**src/rtl/pipe_pkg.sv**
```systemverilog
// Shared constants for the elastic pipeline stage: default widths,
// control-bit positions and payload word positions.
package pipe_pkg;

    localparam int DATA_W_DEF = 32;
    localparam int NDATA_DEF  = 2;
    localparam int CTRL_W_DEF = 3;
    localparam int CNT_W_DEF  = 16;

    // Control bit positions
    localparam int CTRL_MEMRD = 0;
    localparam int CTRL_MEMWR = 1;
    localparam int CTRL_ZERO  = 2;

    // Payload word positions
    localparam int WORD_ALU = 0;
    localparam int WORD_RS2 = 1;

endpackage

```
**src/rtl/pipe_entry_reg.sv**
```systemverilog
// One pipeline entry: payload, control bits and valid flag.
// Ports: clk/reset, clr_i (drop entry), load_i with valid_i/data_i/ctrl_i,
// and the held entry on valid_o/data_o/ctrl_o.
module pipe_entry_reg
    import pipe_pkg::*;
#(
    parameter int DATA_W = DATA_W_DEF,
    parameter int NDATA  = NDATA_DEF,
    parameter int CTRL_W = CTRL_W_DEF
) (
    input  logic                    clk,
    input  logic                    reset,
    input  logic                    clr_i,
    input  logic                    load_i,
    input  logic                    valid_i,
    input  logic [NDATA*DATA_W-1:0] data_i,
    input  logic [CTRL_W-1:0]       ctrl_i,
    output logic                    valid_o,
    output logic [NDATA*DATA_W-1:0] data_o,
    output logic [CTRL_W-1:0]       ctrl_o
);

    logic                    valid_q;
    logic [NDATA*DATA_W-1:0] data_q;
    logic [CTRL_W-1:0]       ctrl_q;

    // Clear drops valid and control only; the payload may stay stale.
    always_ff @(posedge clk) begin
        if (reset) begin
            valid_q <= 1'b0;
            data_q  <= '0;
            ctrl_q  <= '0;
        end else if (clr_i) begin
            valid_q <= 1'b0;
            ctrl_q  <= '0;
        end else if (load_i) begin
            valid_q <= valid_i;
            ctrl_q  <= valid_i ? ctrl_i : '0;
            if (valid_i) begin
                data_q <= data_i;
            end
        end
    end

    assign valid_o = valid_q;
    assign data_o  = data_q;
    assign ctrl_o  = ctrl_q;

endmodule

```
**src/rtl/pipe_stage_skid.sv**
```systemverilog
// Elastic pipeline stage with a 2-entry skid buffer, flush, freeze and
// a saturating back-pressure counter. Ports: clk, reset, write, flush,
// in_valid/in_ready/in_data/in_ctrl, out_valid/out_ready/out_data/out_ctrl,
// stall_cnt.
module pipe_stage_skid
    import pipe_pkg::*;
#(
    parameter int DATA_W = DATA_W_DEF,
    parameter int NDATA  = NDATA_DEF,
    parameter int CTRL_W = CTRL_W_DEF,
    parameter int CNT_W  = CNT_W_DEF
) (
    input  logic                    clk,
    input  logic                    reset,
    input  logic                    write,
    input  logic                    flush,
    input  logic                    in_valid,
    output logic                    in_ready,
    input  logic [NDATA*DATA_W-1:0] in_data,
    input  logic [CTRL_W-1:0]       in_ctrl,
    output logic                    out_valid,
    input  logic                    out_ready,
    output logic [NDATA*DATA_W-1:0] out_data,
    output logic [CTRL_W-1:0]       out_ctrl,
    output logic [CNT_W-1:0]        stall_cnt
);

    logic                    main_v, skid_v;
    logic [NDATA*DATA_W-1:0] main_data, skid_data;
    logic [CTRL_W-1:0]       main_ctrl, skid_ctrl;

    logic                    acc, drn, main_upd;
    logic                    main_load, main_vin;
    logic [NDATA*DATA_W-1:0] main_din;
    logic [CTRL_W-1:0]       main_cin;
    logic                    skid_load, skid_vin;

    logic [CNT_W-1:0]        cnt_q, cnt_d;

    // in_ready depends only on registered state and reset.
    assign in_ready = !skid_v && !reset;
    assign acc      = in_valid && in_ready && write && !flush;
    assign drn      = main_v && out_ready && write;
    assign main_upd = write && (!main_v || drn);

    always_comb begin
        main_load = 1'b0;
        main_vin  = 1'b0;
        main_din  = in_data;
        main_cin  = in_ctrl;
        skid_load = 1'b0;
        skid_vin  = 1'b0;
        if (main_upd) begin
            main_load = 1'b1;
            if (skid_v) begin
                // Oldest entry lives in skid; it moves forward first.
                main_vin  = 1'b1;
                main_din  = skid_data;
                main_cin  = skid_ctrl;
                skid_load = 1'b1;
                skid_vin  = acc;
            end else begin
                main_vin = acc;
            end
        end else if (acc) begin
            skid_load = 1'b1;
            skid_vin  = 1'b1;
        end
    end

    pipe_entry_reg #(
        .DATA_W (DATA_W),
        .NDATA  (NDATA),
        .CTRL_W (CTRL_W)
    ) u_main (
        .clk     (clk),
        .reset   (reset),
        .clr_i   (flush),
        .load_i  (main_load),
        .valid_i (main_vin),
        .data_i  (main_din),
        .ctrl_i  (main_cin),
        .valid_o (main_v),
        .data_o  (main_data),
        .ctrl_o  (main_ctrl)
    );

    pipe_entry_reg #(
        .DATA_W (DATA_W),
        .NDATA  (NDATA),
        .CTRL_W (CTRL_W)
    ) u_skid (
        .clk     (clk),
        .reset   (reset),
        .clr_i   (flush),
        .load_i  (skid_load),
        .valid_i (skid_vin),
        .data_i  (in_data),
        .ctrl_i  (in_ctrl),
        .valid_o (skid_v),
        .data_o  (skid_data),
        .ctrl_o  (skid_ctrl)
    );

    always_comb begin
        cnt_d = cnt_q;
        if (write && main_v && !out_ready && (cnt_q != {CNT_W{1'b1}})) begin
            cnt_d = cnt_q + 1'b1;
        end
    end

    always_ff @(posedge clk) begin
        if (reset) begin
            cnt_q <= '0;
        end else begin
            cnt_q <= cnt_d;
        end
    end

    assign out_valid = main_v;
    assign out_data  = main_data;
    assign out_ctrl  = main_v ? main_ctrl : '0;
    assign stall_cnt = cnt_q;

endmodule

```
**config.mk**
```make
export PLATFORM = sky130hd
export DESIGN_NAME = pipe_stage_skid
export DESIGN_NICKNAME = d
export VERILOG_FILES = /design/src/rtl/pipe_pkg.sv /design/src/rtl/pipe_entry_reg.sv /design/src/rtl/pipe_stage_skid.sv
export SDC_FILE = /design/constraint.sdc
export NUM_CORES = 1
export LEC_CHECK = 0
export ABC_AREA = 0
export CAP_MARGIN = 20
export CORE_AREA = 5 5 157 159
export CTS_CLUSTER_SIZE = 30
export DETAILED_ROUTE_END_ITERATION = 16
export DIE_AREA = 0 0 162 164
export GPL_TIMING_DRIVEN = 0
export PLACE_DENSITY = 0.53
export SYNTH_ARGS = -nofsm -noshare
export SYNTH_HDL_FRONTEND = slang
export SYNTH_HIERARCHICAL = 1
export SYNTH_SLANG_ARGS = --single-unit
```
**constraint.sdc**
```tcl
create_clock -name clk -period 2.8 [get_ports clk]
set_input_delay 0.42 -clock clk [delete_from_list [all_inputs] [get_ports clk]]
set_output_delay 0.42 -clock clk [all_outputs]
set_load 0.02 [all_outputs]
```
* Word level (Yosys, flattened, before mapping)
Cells that the tools add are included.
** Operators by class
- Add/subtract/negate cells :: 1
- Equal/unequal tests :: 1
- Multiplexer cells :: 15
- Bitwise logic cells :: 1
- Reduce and logical (&&, ||, !) cells :: 19
** Operators by type and width (count)
- two-way mux 64 bit :: 2
- adder 16 x 1 -> 16 bit, second input constant :: 1
- != test 16 bit, second input constant :: 1
- two-way mux 3 bit :: 5
- logical AND 1 bit :: 10
- two-way mux 1 bit :: 8
- AND reduction 3 bit :: 2
- logical NOT 1 bit :: 5
- OR reduction 2 bit :: 1
- logical OR 1 bit :: 1
- NOT 1 bit :: 1
** Word-level totals
- Flip-flop bits (word level) :: 152
- Input port bits :: 73
- Output and inout port bits :: 85
- Logic and storage cells :: 44

* Longest topological paths before layout
- Word-level depth :: 8
- Depth in mapped cells :: 11
- Mapped depth without buffers :: 6

* Modules after synthesis
Netlist, hierarchy kept.
** By module, submodules not included
- pipe_entry_reg :: instances 2, cells each 295, area an instance 3096.7 µm², seq. area each 1361.3 µm²
- pipe_stage_skid :: instances 1, cells each 187, area an instance 1705.4 µm², seq. area each 320.3 µm²

* Worst setup path after synthesis
No wires, ideal clock.
- Path kind :: reg-to-reg
- Start :: register u_main.valid_q, in the netlist u_main/valid_o
- End :: register u_skid.data_q[0], in the netlist u_skid/data_o[0]
- Setup time :: 0.118 ns
- Data arrival time :: 2.293 ns
- Required time :: 2.682 ns
- Path slack :: 0.389 ns
- Cell stages (with the launch flop) :: 12
- Buffers on the path :: 5
- Clock period less this slack :: 2.411 ns
- Cells stage by stage :: dfxtp_1 or2b_1 and2_1 nand2_1 buf_2 buf_2 nand2_1 buf_6 and3b_4 buf_12 buf_12 mux2i_1
** Between the ends
- Word-level cells in the longest chain between the ends :: 6
- Elaborated cells between the ends (all ways) :: 8
- Classes of those cells :: mux: 2; reduce/logical: 6
** Ends and longest elaborated chain
- from (decl) :: line pipe_entry_reg.sv:23 : logic valid_q;
- from (signal assigned) :: line pipe_entry_reg.sv:37 : valid_q <= valid_i;
- logical AND 1 bit (2 in a row) :: line pipe_stage_skid.sv:43 : assign drn = main_v && out_ready && write;
- logical OR 1 bit (*) :: line pipe_stage_skid.sv:44 : assign main_upd = write && (!main_v || drn);
- logical AND 1 bit (*) :: line pipe_stage_skid.sv:44
- two-way mux 1 bit (*) :: line pipe_stage_skid.sv:53 : if (main_upd) begin
- net skid_load :: line pipe_stage_skid.sv:36 : logic skid_load, skid_vin;
- AND reduction 3 bit (no line) (*)
- to (signal assigned) :: line pipe_entry_reg.sv:40 : data_q <= data_i;
- to (decl) :: line pipe_entry_reg.sv:24 : logic [NDATA*DATA_W-1:0] data_q;
The timed path passes the listed nets; every way through them passes the cells marked *.
A chain may end at the register's enable or synchronous reset.

* Worst setup path in the final report
- Start :: input port reset
- End :: output port in_ready
** Between the ends
- Word-level cells in the longest chain between the ends :: 2
** Ends and longest elaborated chain
- from (decl) :: line pipe_stage_skid.sv:14 : input logic reset,
- logical NOT 1 bit :: line pipe_stage_skid.sv:41 : assign in_ready = !skid_v && !reset;
- logical AND 1 bit :: line pipe_stage_skid.sv:41
- to (decl) :: line pipe_stage_skid.sv:18 : output logic in_ready,
Every way passes these cells.

==> metrics <==
status completed; met3 GRT Util 4.59%; CP Data Arrival Time 2.11 ns; flops & latches, synth 152; pwr dens 488 nW/um^2; Die X 162 um; Final HPWL DP 14,000 um; Required @ worst endpoint 2.38 ns; RSZ-0062 raised after global routing false; clock root buffer clkbuf_16; critical path class primary input to primary output; first-pass GRT wire length 32,100 um; Crit Path Max Fanout 19; total gr overflow 0; total negative slack 0 ns; Num Clock Sinks 152; Gate Count Post-Synth 777; Crit. End Element primary output; Mean Syn Cell Area 10.2 sq um; Area growth syn-to-layout 32.6%; Top FF cell, synth dfxtp_1; Row Count 56; drt first pass iters 4; post-synth top area cell dfxtp_1; DR vias/cell 4.52; hold endpoint u_skid/data_o[53]$_SDFFE_PP0P_; n_diodes 0; Top-Level Pins 158; met2 Usage GRT 23.0%; maximum VDD drop 0.345 mV; fmax 395 MHz; Hold Crit Depth 2; post-CTS setup buffer count 0; max-cap violations 0; design area 10,500 sq um; first-iteration detailed-routing DRC count 251; initial antenna violation count 0; multiplexer share of the synthesized area 26.4%; xor/xnor share of the synthesized area 0%; starting density of the core 34.2%; crit share post-route 90.5%; total track usage 15.2%; total number of vias 5,658; pre-CTS WS -0.481 ns; WL final 19,600 um; Worst setup SP type primary input; fin crit period 2.53 ns; Slew HR 63.0%; Synth Area in Compound Gates 2.41%; min-delay src u_skid/data_o[53]$_SDFFE_PP0P_; total chip power 5.12 mW; grt met1 use 21.1%; DRT antenna net count 0; H-Tree Depth 4; Yosys top cell area share 38.5%; Leak Pwr 3.49 nW; CTS Buf Count 17; WHS 0.468 ns; Async S/R FF share, synth 0%; Setup Skew 0.00736 ns; vias in the first global route 5,815; cts repair resizes 3; CTS tree yes; worst hold path class flop to flop; EDFF count, synth 0; Adder-Cell Fraction of Synth Area 0.158%; Synth Area in Simple Gates 26.3%; Die Ht 164 um; sequential area share after synthesis 38.5%; worst reg2reg endpoint u_skid/data_o[54]$_SDFFE_PP0P_; clock transition at the registers of the reported paths 0.06 ns; post-DR wirelength/cell 15.6 um; latest clock arrival within the worst-skew pair 0.42 ns; main combinational cell family by area after synthesis multiplexers; top cells by area, synth dfxtp_1 (39%), nand2b_1 (20%), mux2i_1 (17%); placed inst area 9830 sq um; RePlAce Congestion 0.740; synth warn 6; die area 26,600 sq um; DRC viols 0; worst setup margin 0.265 ns; post-synth net total 851; Worst R2R Setup Slack 0.37 ns; Filler Cells Inserted 2,255; worst-margin pin slew 0.550 ns; CORE AREA 23,100 sq um; reg2reg start u_main/valid_o$_SDFFE_PP0P_; final hold vios 0; GR peak layer met2; CTS Hold Bufs 0; Netlist Area Pre-Place 7900 sq um; nets@finish 1,025; Final setup viols 0; layout cells sized above 1 14.7%; synth unique cells 40; Longest Clk Path Bufs 2; final count of pins violating max slew 0; Port Buf Inserts 157; largest net degree at the start of global routing 20; R2R depth 10
==> flip-flops by register name, indices dropped and copies added (netlist names) <==
signal          cells
stall_cnt          16
u_main/ctrl_o       3
u_main/data_o      64
u_main/valid_o      1
u_skid/ctrl_o       3
u_skid/data_o      64
u_skid/valid_o      1
==> kinds of logic (layout without fill, tap and decap cells) <==
kind of cell,after synthesis,after routing
AND/OR/NAND/NOR,329,329
multiplexers,200,200
flip-flops,152,152
buffers and inverters,62,248
AO/OA/AOI/OAI,33,33
adder cells (fa/ha/maj),1,1
==> synth_stat cells (2+ instances only) <==
library cell	count
nand3_1	11
inv_1	5
a21oi_1	19
or2_1	2
nor2_1	8
nand2b_2	6
nor3_1	2
o21ai_0	5
clkbuf_1	30
dfxtp_1	152
or3_1	3
o41ai_1	2
mux2i_1	131
buf_6	2
mux2_2	68
nand4_1	4
nor4_1	3
and2_2	3
o31ai_1	6
and3b_4	2
nor2b_1	2
buf_2	11
buf_12	14
or4_1	7
nand2b_1	256
nand2_1	9
==> layout make-up <==
class | count | area, sq um | area share (%)
buffer | 55 | 465 | 4.44
clock buffer | 20 | 447 | 4.26
inverter | 5 | 18.8 | 0.179
tap | 290 | 363 | 3.46
clock inverter | 11 | 196 | 1.88
sequential | 152 | 3040 | 29.1
timing repair buffer | 157 | 1570 | 15.0
multi-input combinational | 563 | 4370 | 41.7
==> worst max-delay path by stage <==
stage	from	to	slack, ns	cells past startpoint
after floorplan	u_main/valid_o$_SDFFE_PP0P_	u_skid/data_o[0]$_SDFFE_PP0P_	0.39	11
final	reset	in_ready	0.27	4
after global placement	out_ready	u_skid/data_o[46]$_SDFFE_PP0P_	-0.46	12
after global routing	reset	u_skid/data_o[45]$_SDFFE_PP0P_	0.1	10
after detailed placement	out_ready	u_skid/data_o[41]$_SDFFE_PP0P_	-0.48	12
after CTS	u_main/valid_o$_SDFFE_PP0P_	u_skid/data_o[54]$_SDFFE_PP0P_	0.09	11
==> through the flow <==
step	utilization, %	instances
final	45.3	1253
after global placement	42.5	1224
after detailed placement	42.5	1224
after floorplan	-	777
after global routing	45.3	1253
after CTS	45.3	1254
==> cells in the final DEF (no fill, tap or decap), types with 6 or more instances in the layout <==
cell type / count
a21oi_1: 19
buf_12: 14
buf_2: 9
clkbuf_1: 30
clkbuf_16: 17
clkdlybuf4s50_1: 157
dfxtp_1: 152
mux2_2: 68
mux2i_1: 131
nand2_1: 8
nand2b_1: 256
nand2b_2: 6
nand3_1: 11
nor2_1: 8
o31ai_1: 6
or4_1: 7
==> power breakdown <==
part / internal, mW / switching, mW / leakage, nW / total [mW]
registers: 2.17 / 0.00381 / 1.22 / 2.17
logic: 0.235 / 0.161 / 1.96 / 0.396
clock network: 1.61 / 0.941 / 0.307 / 2.55
total: 4.01 / 1.11 / 3.49 / 5.12
==> per-layer routing <==
layer,share of wire [%],vias up
li1,-,2966
met1,50,2570
met2,44,108
met3,5.6,14
met4,0.88,0
met5,0,-
==> worst max-delay path, stage by stage <==
cell and delay [ns]:
clkdlybuf4s50_1 0.55, clkbuf_2 0.35, nor2_1 0.17, clkdlybuf4s50_1 0.62
(Power assumes the default switching activity.)
